## src/rtl/wake_ctrl.sv

```systemverilog
// Activation gating and wake decision: synchronizes the activate pin, enables the
// front end once configured, majority-votes inference results and emits a held wake.
module wake_ctrl #(
  parameter int VOTE_WIN       = 4,
  parameter int VOTE_THRESH    = 2,
  parameter int HOLD_CYCLES    = 1000,
  parameter int REFRACT_CYCLES = 4000,
  parameter int CNT_BW         = 16
) (
  input  logic       clk_i,
  input  logic       rst_i,
  input  logic       activate_i,
  input  logic       cfg_ready_i,
  input  logic       wrd_wake_i,
  input  logic       wrd_wake_valid_i,
  output logic       frontend_en_o,
  output logic       wake_o,
  output logic [1:0] state_o,
  output logic [7:0] wake_count_o
);

  typedef enum logic [1:0] {IDLE = 2'd0, LISTEN = 2'd1, WAKE = 2'd2, REFRACT = 2'd3} state_t;

  localparam logic [CNT_BW-1:0] HOLD_LD = CNT_BW'(HOLD_CYCLES - 1);
  localparam logic [CNT_BW-1:0] REF_LD  = CNT_BW'(REFRACT_CYCLES - 1);
  localparam logic [CNT_BW-1:0] ONE     = CNT_BW'(1);

  state_t              state, state_n;
  logic                act_m, act_s, active;
  logic [VOTE_WIN-1:0] win, win_n, win_sh;
  logic [CNT_BW-1:0]   cnt, cnt_n;
  logic [7:0]          wcnt, wcnt_n;

  function automatic int popcnt(input logic [VOTE_WIN-1:0] v);
    int c;
    c = 0;
    for (int i = 0; i < VOTE_WIN; i++) c += int'(v[i]);
    return c;
  endfunction

  assign active = act_s & cfg_ready_i;
  // Newest result enters at bit 0; the oldest falls off the top.
  assign win_sh = VOTE_WIN'({win, wrd_wake_i});

  always_comb begin
    state_n = state;
    cnt_n   = cnt;
    win_n   = win;
    wcnt_n  = wcnt;
    case (state)
      IDLE: begin
        if (active) begin
          state_n = LISTEN;
          win_n   = '0;
        end
      end
      LISTEN: begin
        if (!active) begin
          state_n = IDLE;
        end else if (wrd_wake_valid_i) begin
          win_n = win_sh;
          if (popcnt(win_sh) >= VOTE_THRESH) begin
            state_n = WAKE;
            cnt_n   = HOLD_LD;
            win_n   = '0;
            wcnt_n  = (wcnt == 8'hFF) ? wcnt : wcnt + 8'd1;
          end
        end
      end
      WAKE: begin
        // Hold is never truncated; deactivation is only honoured once it ends.
        if (cnt == '0) begin
          if (active) begin
            state_n = REFRACT;
            cnt_n   = REF_LD;
          end else begin
            state_n = IDLE;
          end
        end else begin
          cnt_n = cnt - ONE;
        end
      end
      REFRACT: begin
        win_n = '0;
        if (!active)         state_n = IDLE;
        else if (cnt == '0)  state_n = LISTEN;
        else                 cnt_n = cnt - ONE;
      end
      default: state_n = IDLE;
    endcase
  end

  always_ff @(posedge clk_i) begin
    if (rst_i) begin
      act_m         <= 1'b0;
      act_s         <= 1'b0;
      state         <= IDLE;
      win           <= '0;
      cnt           <= '0;
      wcnt          <= '0;
      frontend_en_o <= 1'b0;
      wake_o        <= 1'b0;
    end else begin
      act_m         <= activate_i;
      act_s         <= act_m;
      state         <= state_n;
      win           <= win_n;
      cnt           <= cnt_n;
      wcnt          <= wcnt_n;
      frontend_en_o <= (state_n != IDLE);
      wake_o        <= (state_n == WAKE);
    end
  end

  assign state_o      = state;
  assign wake_count_o = wcnt;

endmodule

```

## config.mk

```make
export PLATFORM = sky130hd
export DESIGN_NAME = wake_ctrl
export DESIGN_NICKNAME = d
export VERILOG_FILES = /design/src/rtl/wake_ctrl.sv
export SDC_FILE = /design/constraint.sdc
export NUM_CORES = 1
export LEC_CHECK = 0
export ABC_CLOCK_PERIOD_IN_PS = 2100
export BUFFER_PORTS_ARGS = -buffer_cell sky130_fd_sc_hd__buf_4
export CORE_MARGIN = 2
export CORE_UTILIZATION = 41
export CTS_CLUSTER_SIZE = 25
export DETAILED_ROUTE_END_ITERATION = 10
export PLACE_DENSITY = 0.66
export SLEW_MARGIN = 40
export SYNTH_ARGS = -nofsm -noshare
export SYNTH_HDL_FRONTEND = slang
export SYNTH_SLANG_ARGS = --single-unit
```

## constraint.sdc

```tcl
create_clock -name clk_i -period 2.1 [get_ports clk_i]
set_clock_uncertainty 0.15 [all_clocks]
set_input_delay 0 -clock clk_i [delete_from_list [all_inputs] [get_ports clk_i]]
set_output_delay 0 -clock clk_i [all_outputs]
set_load 0.005 [all_outputs]
```

=== After elaboration in Yosys (flattened, before gate mapping) ===
Cells that the tools add are included.
Widths: inputs -> output; s select.

* Add/subtract/negate cells: 5
* Order comparisons: 1
* Equality and inequality tests: 12
* Mux-type cells: 22
* Bitwise operators: 2
* Reductions and logical operators: 8

{| class="wikitable"
|+ Operators by type and width
! operator !! number
|-
| $mux 16 || 7
|-
| $pmux 16 s3 || 1
|-
| $logic_not 16->1 || 1
|-
| $mux 2 || 8
|-
| $sub 16x1->16 const B || 1
|-
| $mux 3 || 4
|-
| $ne 2x2->1 const B || 6
|-
| $pmux 3 s3 || 1
|-
| $add 8x1->8 const B || 1
|-
| $eq 8x8->1 const B || 1
|-
| $pmux 2 s4 || 1
|-
| $reduce_and 7->1 || 1
|-
| $eq 2x2->1 const B || 3
|-
| $reduce_bool 3->1 || 2
|-
| $reduce_and 5->1 || 1
|-
| $add 3x1->4 || 1
|-
| $ge 4x2->1 const B || 1
|-
| $reduce_and 4->1 || 1
|-
| $add 2x1->3 || 1
|-
| $ne 3x3->1 const B || 1
|-
| $add 1x1->2 || 1
|-
| $eq 2x1->1 const B || 1
|-
| $logic_not 2->1 || 1
|-
| $reduce_bool 2->1 || 1
|-
| 2 further kinds || 2
|}

* Register bits: 33
* Input port bits: 6
* Output and inout port bits: 12
* Word-level logic and storage cells: 58

=== Logic depth before layout (Yosys ltp) ===
* Depth after elaboration: 9
* Gate-level depth with buffers: 8
* Mapped depth without buffers: 7

=== Worst setup path before layout ===
No wires, ideal clock.

* Path type: flip-flop to flip-flop
* Start point: register win[0]
* End point: register cnt[4]
* Library setup time: 0.086 ns
* Arrival time: 2.015 ns
* Path slack: -0.151 ns
* Cell stages (with the launch flop): 8
* Path buffers: 1
* Clock period less this slack: 2.251 ns
* Cells stage by stage: dfxtp_1 > fa_1 > a21oi_1 > a221oi_2 > o31a_1 > buf_6 > o21ai_0 > a221oi_2

* Longest elaborated chain between the ends: 6

{| class="wikitable"
|+ Ends and longest elaborated chain
! element !! line !! RTL
|-
| start: declaration || 30 || <nowiki>logic [VOTE_WIN-1:0] win, win_n, win_sh;</nowiki>
|-
| start signal: assignment || 107 || <nowiki>win <= win_n;</nowiki>
|-
| $add 1x1->2 || 37 || <nowiki>for (int i = 0; i < VOTE_WIN; i++) c += int'(v[i]);</nowiki>
|-
| $add 2x1->3 || 37 ||
|-
| $add 3x1->4 || 37 ||
|-
| $ge 4x2->1 || 62 || <nowiki>if (popcnt(win_sh) >= VOTE_THRESH) begin</nowiki>
|-
| $ne 2x2->1 (no source line) || - ||
|-
| $reduce_and 7->1 (no source line) || - ||
|-
| end signal: assignment || 108 || <nowiki>cnt <= cnt_n;</nowiki>
|-
| end: declaration || 31 || <nowiki>logic [CNT_BW-1:0] cnt, cnt_n;</nowiki>
|}

No other way between the ends.
A chain may end at the register's enable or synchronous reset.

=== Final worst setup path ===
* Start point: register cnt[1]
* End point: register cnt[11]

* Longest elaborated chain between the ends: 4

{| class="wikitable"
|+ Ends and longest elaborated chain
! element !! line !! RTL
|-
| $sub 16x1->16 || 80, 87 ||
|-
| $mux 16 || 86 || <nowiki>else if (cnt == '0) state_n = LISTEN;</nowiki>
|-
| $mux 16 || 85 || <nowiki>if (!active) state_n = IDLE;</nowiki>
|-
| $pmux 16 s3 || 50 || <nowiki>case (state)</nowiki>
|}

Parallel ways exist; a longest one is shown, timed or not. The select of a mux whose other input is x is not followed.

==> results_dict.tcl <==
set metrics [dict create \
    pwr-share-seq 0.546 \
    hold_path_class "in2reg" \
    syn_nets 215 \
    yosys.area_share.adder 0.0328 \
    routed-via-count 1748 \
    num_io_pins 18 \
    synth_top_family_by_area "simple AND/OR/NAND/NOR gates" \
    swShare 0.213 \
    p_int_w 0.000907 \
    syn_avg_cell_area_um2 8.55 \
    cts_sinks 33 \
    h-tree-depth 2 \
    cts_tree "built" \
    r2r_cells 5 \
    dp_hpwl_um 3100 \
    async_reset_ff_frac 0 \
    layout-drive-gt1-share 0.336 \
    first_pass_iters 4 \
    ys.flop_type "dfxtp_1" \
    max_freq_mhz 466 \
    design.die.area_um2 4810 \
    n_antenna_cell 0 \
    grt_pass1_vias 1578 \
    relSlewSlack 0.694 \
    grt_max_degree 33 \
    r2r_setup_slack_ns -0.05 \
    via_per_inst 5.50 \
    rows 23 \
    insertion_delay_ns 0.28 \
    outcome "finished with violations" \
    syn_inst 205 \
    tightest_slew_ns 0.459 \
    r2r_end "cnt[11]" \
    cts_buffers 5 \
    synth_seq_cells 33 \
    die_x_um 69.4 \
    drtAntennaViolNets 0 \
    p_switching_w 0.000245 \
    grt-ovfl-total 0 \
    wl_per_cell_um 14.6 \
    critical_path_arrival_ns 2.18 \
    hold_viol_final 0 \
    clk_pin_slew_ns 0.07 \
    violations "negative setup slack" \
    gr-usage-all-layers 0.188 \
    worstPathRequired_ns 2.14 \
    fp.dieH_um 69.4 \
    fin_crit_ns 2.15 \
    grt_pass1_wl_um 7400 \
    gp_congestion 0.766 \
    syn_to_final_growth_pct 39.5 \
    synth_area_um2 1750 \
    nets 278 \
    start_util 0.432 \
    critical_path.startpoint_type "register" \
    fp.coreArea_um2 4060 \
    hold_ws_ns 0.0241 \
    worst_slack_ns -0.0455 \
    worstSetupEndpointType "register" \
    path_class "reg2reg" \
    grt_antenna_before_repair 0 \
    yosys.area_share.simple 0.267 \
    cts_root_buf "clkbuf_8" \
    p_total_w 0.00115 \
    yosys_warnings 0 \
    worstPathMaxFanout 8 \
    ys_types 49 \
    rsz0062_at_grt "true" \
    p_comb_frac 0.036 \
    synth_compound_area_frac 0.248 \
    crit_start "cnt[1]" \
    max-cap-violations 0 \
    slew_violations 0 \
    drc 0 \
    fin_crit_sh 1.02 \
    drt-initial-drc-count 125 \
    synth-xor-area-share 0.0300 \
    portBuffers 17 \
    synth_mux_area_frac 0 \
    clkPwrFrac 0.418 \
    peakVddDrop_mv 0.270 \
    power_density_nw_per_um2 471 \
    synth-edff-count 0 \
    cts_buffer_depth 2 \
    leakagePower_nw 0.974 \
    crit_end "cnt[11]" \
    setup_viol 6 \
    synth-seq-area-share 0.377 \
    worstReg2RegStart "cnt[1]" \
    wl_um 4630 \
]
## layout by cell type, fill, tap and decap left out, drive strengths merged, types with 2 or more instances in the layout
cell	n
buf	60
dfxtp	33
nor2	17
a21oi	15
o21ai	14
nand2	13
nor3	13
inv	11
nand4	10
nand3	8
clkbuf	7
xor2	6
a211oi	5
nor2b	5
nor4	5
o31ai	5
o21a	4
and3	4
dlygate4sd3	4
a221oi	4
a31oi	3
ha	3
or3	2
o31a	2
and2	2
## flip-flops by register name (all words and copies together), names as in the netlist
signal / flops
cnt: 16
wake_count_o: 8
win: 3
state_o: 2
act_m: 1
act_s: 1
frontend_en_o: 1
wake_o: 1
## cells in the mapped netlist, types with 3 or more instances
master	instances	area, um2
a211oi_1	5	37.5
a21oi_1	15	75.1
a31oi_1	3	18.8
and3_1	4	25.0
clkbuf_1	5	18.8
dfxtp_1	33	661
ha_1	3	37.5
inv_1	11	41.3
nand2_1	13	48.8
nand3_1	8	40.0
nand4_1	9	56.3
nor2_1	16	60.1
nor2b_1	5	31.3
nor3_1	12	60.1
nor4_1	3	18.8
o21a_1	4	30.0
o21ai_0	13	65.1
o31ai_1	3	22.5
xor2_1	6	52.6
## cell families (layout without fill, tap and decap cells)
logic type | after synthesis | in the layout
AO/OA/AOI/OAI | 60 | 60
XOR/XNOR | 6 | 6
adder cells (fa/ha/maj) | 4 | 4
buffers and inverters | 19 | 82
flip-flops | 33 | 33
AND/OR/NAND/NOR | 83 | 83
## cell type report
type | count | area (um2)
fillers | 342 | 1610
clock buffers | 7 | 86.3
multi-input cells | 153 | 1070
well taps | 50 | 62.6
inverters | 11 | 41.3
flip-flops and latches | 33 | 662
repair buffers | 64 | 518
## power by group through the flow
stage / logic [W] / registers, W / clock network [W]
2_1_floorplan: 0.0000172 / 0.000643 / 0
3_3_place_gp: 0.0000339 / 0.000643 / 0
3_5_place_dp: 0.0000340 / 0.000643 / 0
4_1_cts: 0.0000387 / 0.000629 / 0.000494
5_1_grt: 0.0000443 / 0.000629 / 0.000521
6_report: 0.0000412 / 0.000629 / 0.000482
## layer usage
layer	routed length, um	global-route usage	vias up	part of all wire
met3	133	0.0363	7	0.029
li1	-	-	891	-
met4	87	0.0937	0	0.019
met1	2260	0.253	819	0.49
met5	0	0	-	0
met2	2150	0.286	31	0.47
## worst min-delay path by stage
stage	start	endpoint	slack, ns	cells past startpoint
after global placement	activate_i	act_m	0.06	2
after floorplan	rst_i	state_o[1]	-0.07	1
final	cfg_ready_i	win[0]	0.02	4
after global routing	cfg_ready_i	win[0]	0.05	4
after CTS	wrd_wake_i	win[0]	-0.16	3
after detailed placement	activate_i	act_m	0.09	2
## through the flow
step	TNS, ns	util	cells	area (um2)	worst slack, ns
CTS	-0.00406	0.582	312	2360	-0.00406
finish	-0.107	0.603	318	2440	-0.0455
floorplan	-0.988	-	205	1760	-0.117
global placement	-0.214	0.545	302	2210	-0.0359
detailed placement	-0.446	0.545	302	2210	-0.117
global route	-2.13	0.603	318	2440	-0.139
## critical path, stage by stage (launching register included)
cell and delay (ns):
dfxtp_1 0.31, buf_4 0.13, or4_1 0.67, nor4_1 0.40, o21ai_1 0.14, a211oi_1 0.25
## timing repair
| item | CTS | global route |
|---|---|---|
| endpoints found under the setup margin | 23 | 23 |
| setup buffers | 1 | 5 |
| endpoints found under the hold margin | 19 | 1 |
| gates resized for setup | 8 | 10 |
| pin swaps | 4 | 8 |
| hold buffers | 3 | 1 |
Power figures use the tool's default switching activity.
